`src/rtl/ts_sync_aligner.sv`:
```
// MPEG-TS sync aligner: hunts for 0x47 sync bytes, locks after LOCK_CNT
// consecutive good syncs and forwards whole packets with one cycle of latency.
module ts_sync_aligner #(
   parameter int unsigned PKT_LEN    = 188,
   parameter int unsigned LOCK_CNT   = 3,
   parameter int unsigned UNLOCK_CNT = 2
) (
   input  logic        clk,
   input  logic        reset,
   input  logic [7:0]  in_d,
   input  logic        in_wrreq,
   output logic [7:0]  out_d,
   output logic        out_wrreq,
   input  logic        out_almost_full,
   output logic        locked,
   output logic        pkt_start,
   output logic [15:0] sync_errors,
   output logic [15:0] dropped_pkts,
   output logic [15:0] pkt_count
);

   localparam int unsigned PW = (PKT_LEN > 1) ? $clog2(PKT_LEN) : 1;
   localparam int unsigned GW = $clog2(LOCK_CNT + 1);
   localparam int unsigned BW = $clog2(UNLOCK_CNT + 1);
   localparam logic [7:0]  SYNC = 8'h47;

   typedef enum logic [1:0] {HUNT, VERIFY, LOCKED} state_t;

   state_t          state_q, state_d;
   logic [PW-1:0]   pos_q, pos_d, pos_inc;
   logic [GW-1:0]   good_q, good_d;
   logic [BW-1:0]   bad_q, bad_d;
   logic            fwd_q, fwd_d;
   logic            is_sync, pkt_begin;
   logic            fwd_byte, sop, inc_pkt, inc_drop, inc_err;

   assign is_sync = (in_d == SYNC);
   assign pos_inc = (pos_q == PW'(PKT_LEN - 1)) ? '0 : pos_q + PW'(1);

   // Next-state and per-byte decisions; only accepted bytes move anything.
   always_comb begin
      state_d   = state_q;
      pos_d     = pos_q;
      good_d    = good_q;
      bad_d     = bad_q;
      fwd_d     = fwd_q;
      pkt_begin = 1'b0;
      fwd_byte  = 1'b0;
      sop       = 1'b0;
      inc_pkt   = 1'b0;
      inc_drop  = 1'b0;
      inc_err   = 1'b0;
      if (in_wrreq) begin
         case (state_q)
            HUNT: begin
               if (is_sync) begin
                  pos_d   = PW'(1);
                  good_d  = GW'(1);
                  state_d = VERIFY;
               end
            end
            VERIFY: begin
               pos_d = pos_inc;
               if (pos_q == '0) begin
                  if (is_sync) begin
                     if ((32'(good_q) + 32'd1) >= LOCK_CNT) begin
                        state_d   = LOCKED;
                        good_d    = '0;
                        pkt_begin = 1'b1;
                     end else begin
                        good_d = good_q + GW'(1);
                     end
                  end else begin
                     // The failing byte is consumed here, never re-hunted.
                     state_d = HUNT;
                     good_d  = '0;
                     pos_d   = '0;
                  end
               end
            end
            LOCKED: begin
               pos_d = pos_inc;
               if (pos_q == '0) begin
                  if (is_sync) begin
                     pkt_begin = 1'b1;
                  end else begin
                     inc_err = 1'b1;
                     fwd_d   = 1'b0;
                     if ((32'(bad_q) + 32'd1) >= UNLOCK_CNT) begin
                        state_d = HUNT;
                        good_d  = '0;
                        bad_d   = '0;
                        pos_d   = '0;
                     end else begin
                        bad_d    = bad_q + BW'(1);
                        inc_drop = 1'b1;
                     end
                  end
               end else begin
                  fwd_byte = fwd_q;
               end
            end
            default: begin
               state_d = HUNT;
               pos_d   = '0;
               good_d  = '0;
               bad_d   = '0;
               fwd_d   = 1'b0;
            end
         endcase
         // Forward/discard is decided once, at the sync byte, for the whole packet.
         if (pkt_begin) begin
            bad_d    = '0;
            fwd_d    = !out_almost_full;
            fwd_byte = !out_almost_full;
            sop      = !out_almost_full;
            inc_pkt  = !out_almost_full;
            inc_drop = out_almost_full;
         end
      end
   end

   // State register and packet tracking.
   always_ff @(posedge clk) begin
      if (reset) begin
         state_q <= HUNT;
         pos_q   <= '0;
         good_q  <= '0;
         bad_q   <= '0;
         fwd_q   <= 1'b0;
      end else begin
         state_q <= state_d;
         pos_q   <= pos_d;
         good_q  <= good_d;
         bad_q   <= bad_d;
         fwd_q   <= fwd_d;
      end
   end

   // Registered output stage, one cycle behind acceptance.
   always_ff @(posedge clk) begin
      if (reset) begin
         out_d     <= '0;
         out_wrreq <= 1'b0;
         pkt_start <= 1'b0;
         locked    <= 1'b0;
      end else begin
         if (in_wrreq) begin
            out_d <= in_d;
         end
         out_wrreq <= fwd_byte;
         pkt_start <= sop;
         locked    <= (state_d == LOCKED);
      end
   end

   // Saturating statistics counters.
   always_ff @(posedge clk) begin
      if (reset) begin
         sync_errors  <= '0;
         dropped_pkts <= '0;
         pkt_count    <= '0;
      end else begin
         if (inc_err && sync_errors != 16'hFFFF) begin
            sync_errors <= sync_errors + 16'd1;
         end
         if (inc_drop && dropped_pkts != 16'hFFFF) begin
            dropped_pkts <= dropped_pkts + 16'd1;
         end
         if (inc_pkt && pkt_count != 16'hFFFF) begin
            pkt_count <= pkt_count + 16'd1;
         end
      end
   end

endmodule

```
`config.mk`:
```
export PLATFORM = sky130hd
export DESIGN_NAME = ts_sync_aligner
export DESIGN_NICKNAME = d
export VERILOG_FILES = /design/src/rtl/ts_sync_aligner.sv
export SDC_FILE = /design/constraint.sdc
export NUM_CORES = 1
export LEC_CHECK = 0
export CORE_MARGIN = 2
export CORE_UTILIZATION = 40
export DETAILED_ROUTE_END_ITERATION = 8
export HOLD_SLACK_MARGIN = 0.08
export PLACE_DENSITY_LB_ADDON = 0.12
export SETUP_SLACK_MARGIN = 0.2
export SYNTH_ARGS = -nofsm -noshare
export SYNTH_HDL_FRONTEND = slang
export SYNTH_SLANG_ARGS = --single-unit
export TNS_END_PERCENT = 5
```
`constraint.sdc`:
```
create_clock -name clk -period 5.05 [get_ports clk]
set_input_delay 1.2625 -clock clk [delete_from_list [all_inputs] [get_ports clk]]
set_output_delay 1.2625 -clock clk [all_outputs]
set_load 0.01 [all_outputs]
```
==> results.sh <==
export IMPL_status="complete, no violations"
export IMPL_fin_area_sq_um=4873
export IMPL_syn_nets=484
export IMPL_tightest_slew_ns=0.9286
export IMPL_required_ns=5.29
export IMPL_cts_resized=0
export IMPL_worst_setup_path_end_kind="register"
export IMPL_hold_start="fwd_q"
export IMPL_post_drt_wl_per_cell_um=15.14
export IMPL_skew_ns=0.009718
export IMPL_power_density_nw_per_um2=225.9
export IMPL_final_common_cell="dfxtp_1"
export IMPL_setup_violations_final=0
export IMPL_maxSlewViolCount=0
export IMPL_worstPathMaxFanout=13
export IMPL_clock_fmax_ghz=0.2719
export IMPL_hold_viol=0
export IMPL_async_flop_share_pct=0
export IMPL_io_buffer_count=70
export IMPL_cts_max_level=3
export IMPL_grt_pass1_wl_mm=16.57
export IMPL_start_util_pct=41.61
export IMPL_path_clk_slew_ns=0.07
export IMPL_yosys_register_bits=74
export IMPL_drtPass1Iterations=5
export IMPL_hold_depth=2
export IMPL_numCtsBuffers=9
export IMPL_route_detailed_drc=0
export IMPL_root_buffer="clkbuf_8"
export IMPL_placed_area_sq_um=4678
export IMPL_drive_gt1_share_pct=6.038
export IMPL_netlist_area_sq_um=3881
export IMPL_startpoint_type="input port"
export IMPL_grt_overflow=0
export IMPL_synth_cell_type_count=60
export IMPL_die_y_um=102.5
export IMPL_worstHoldEndpoint="fwd_q"
export IMPL_fin_crit_sh_pct=72.83
export IMPL_grt_setup_unrepaired="false"
export IMPL_grt_pass1_vias=3528
export IMPL_vdd_drop_max_mv=0.1180
export IMPL_io_pins=71
export IMPL_clock_path_buffers=2
export IMPL_worstSkewPairLatency_ns=0.35
export IMPL_cts_tree="yes"
export IMPL_holdBufCountCts=0
export IMPL_synthesis_instances=462
export IMPL_path_class="in -> reg"
export IMPL_final_nets=547
export IMPL_detail_route_antenna_nets=0
export IMPL_layout_area_overhead_vs_synth_pct=25.56
export IMPL_drv_cap=0
export IMPL_post_cts_buffers=0
export IMPL_row_count=35
export IMPL_crit_arrival_ns=3.92
export IMPL_power_total_uw=1101
export IMPL_yosysSeqAreaShare_pct=38.17
export IMPL_track_usage_pct=19.62
export IMPL_routed_wirelength_mm=9.975
export IMPL_synth_top_flop_cell="dfxtp_1"
export IMPL_relSlewSlack_pct=37.61
export IMPL_yosysWarnings=0
export IMPL_dr_first_iter_drc_count=262
export IMPL_antenna_found_initial=0
export IMPL_r2r_cells=8
export IMPL_r2r_start="state_q[0]"
export IMPL_period_minus_slack_ns=3.678
export IMPL_layout_common_cells="dfxtp_1, clkdlybuf4s50_1, nor2_1"
export IMPL_core_area_sq_um=9328
export IMPL_gp_congestion=0.8380
export IMPL_hold_class="reg -> reg"
export IMPL_grt_max_degree=47
export IMPL_rrSetupSlack_ns=2.10
export IMPL_design_die_area_sq_um=10510
export IMPL_vias=3729
export IMPL_leakage_uw=0.001568
export IMPL_r2r_end="dropped_pkts[3]"
export IMPL_die_w_um=102.5
export IMPL_viasPerCell=5.659
export IMPL_cts_sinks=74
export IMPL_synth_edf_count=0
export IMPL_fin_setup_tns_ns=0
export IMPL_dpl_hpwl_mm=6.978
export IMPL_syn_area_per_cell_sq_um=8.401
export IMPL_insertedDiodeCount=0
==> state kept, by name, indices dropped and copies added (netlist names) <==
name and cells:
pkt_start 1, locked 1, out_d 8, bad_q 2
state_q 2, pkt_count 16, dropped_pkts 16, out_wrreq 1
good_q 2, sync_errors 16, pos_q 8, fwd_q 1
==> critical path: stages <==
cell and delay (ns):
clkdlybuf4s50_1 0.43, or4b_1 0.69, nor3_2 0.38, o211ai_1 0.44
nor4_1 0.34, mux2_2 0.37
==> stage by stage <==
step	utilization [%]	hold WS, ns	cells	setup WS, ns
floorplan	-	0.4318	462	1.901
global placement	50.15	0.4434	643	1.146
detailed placement	50.15	0.4651	643	1.037
CTS	52.25	0.4760	659	1.415
global route	52.25	0.4971	659	1.211
finish	52.25	0.4819	659	1.372
==> metal layers <==
metal / GRT usage [%] / vias up / part of all wire [%]
met5: 0 / - / 0
met4: 7.282 / 0 / 1.6
met3: 4.814 / 17 / 5.8
met2: 29.71 / 91 / 44
met1: 27.12 / 1757 / 48
li1: - / 1864 / -
==> worst max path at each step <==
| stage | slack [ns] | depth (start not counted) | end | startpoint |
|---|---|---|---|---|
| floorplan | 1.90 | 8 | dropped_pkts[1] | in_d[3] |
| global placement | 1.15 | 6 | pkt_count[7] | in_d[3] |
| detailed placement | 1.04 | 6 | pkt_count[7] | in_d[3] |
| CTS | 1.42 | 6 | pkt_count[7] | in_d[3] |
| global route | 1.21 | 6 | pkt_count[7] | in_d[3] |
| finish | 1.37 | 6 | pkt_count[7] | in_d[3] |
==> report_power, final <==
part           switching [uW]  internal, uW  leakage [uW]
Sequential               2.20           587      0.000597
Clock                     221           240      0.000103
Combinational            29.4          21.1      0.000867
Total                     253           848       0.00157
==> kinds of logic (layout without fill, tap and decap cells) <==
| kind of cell | Yosys count | in the layout | synth area share (%) |
|---|---|---|---|
| AND/OR/NAND/NOR | 195 | 195 | 27.85 |
| AO/OA/AOI/OAI | 112 | 112 | 19.37 |
| XOR/XNOR | 16 | 16 | 3.611 |
| adder cells (fa/ha/maj) | 10 | 10 | 3.224 |
| multiplexers | 13 | 13 | 3.417 |
| flip-flops | 74 | 74 | 38.17 |
| buffers and inverters | 42 | 110 | 4.351 |
==> Yosys cell counts (all sizes together), types with 6 or more instances <==
cell type	instances	area, sq um
dfxtp	74	1481
nor2	44	165.2
nand2	34	127.6
a21oi	33	165.2
or4	20	150.1
nand3	19	95.09
inv	18	67.56
o31ai	17	127.6
clkbuf	15	56.30
o21ai	14	70.06
xnor2	14	122.6
nand4	13	81.33
or3	12	75.07
mux2i	11	110.1
ha	10	125.1
a211oi	9	67.56
and3	9	56.30
nor4	9	62.56
buf	8	41.28
nor2b	6	37.54
nor3	6	35.03
==> area by class of cell <==
| class | count | area, sq um |
|---|---|---|
| timing repair buffer | 75 | 733.2 |
| fill | 888 | 4454 |
| tap | 129 | 161.4 |
| clock inverter | 5 | 53.80 |
| clock buffer | 11 | 141.4 |
| multi-input combinational | 346 | 2231 |
| inverter | 19 | 71.32 |
| sequential | 74 | 1481 |
(Power assumes the default switching activity.)
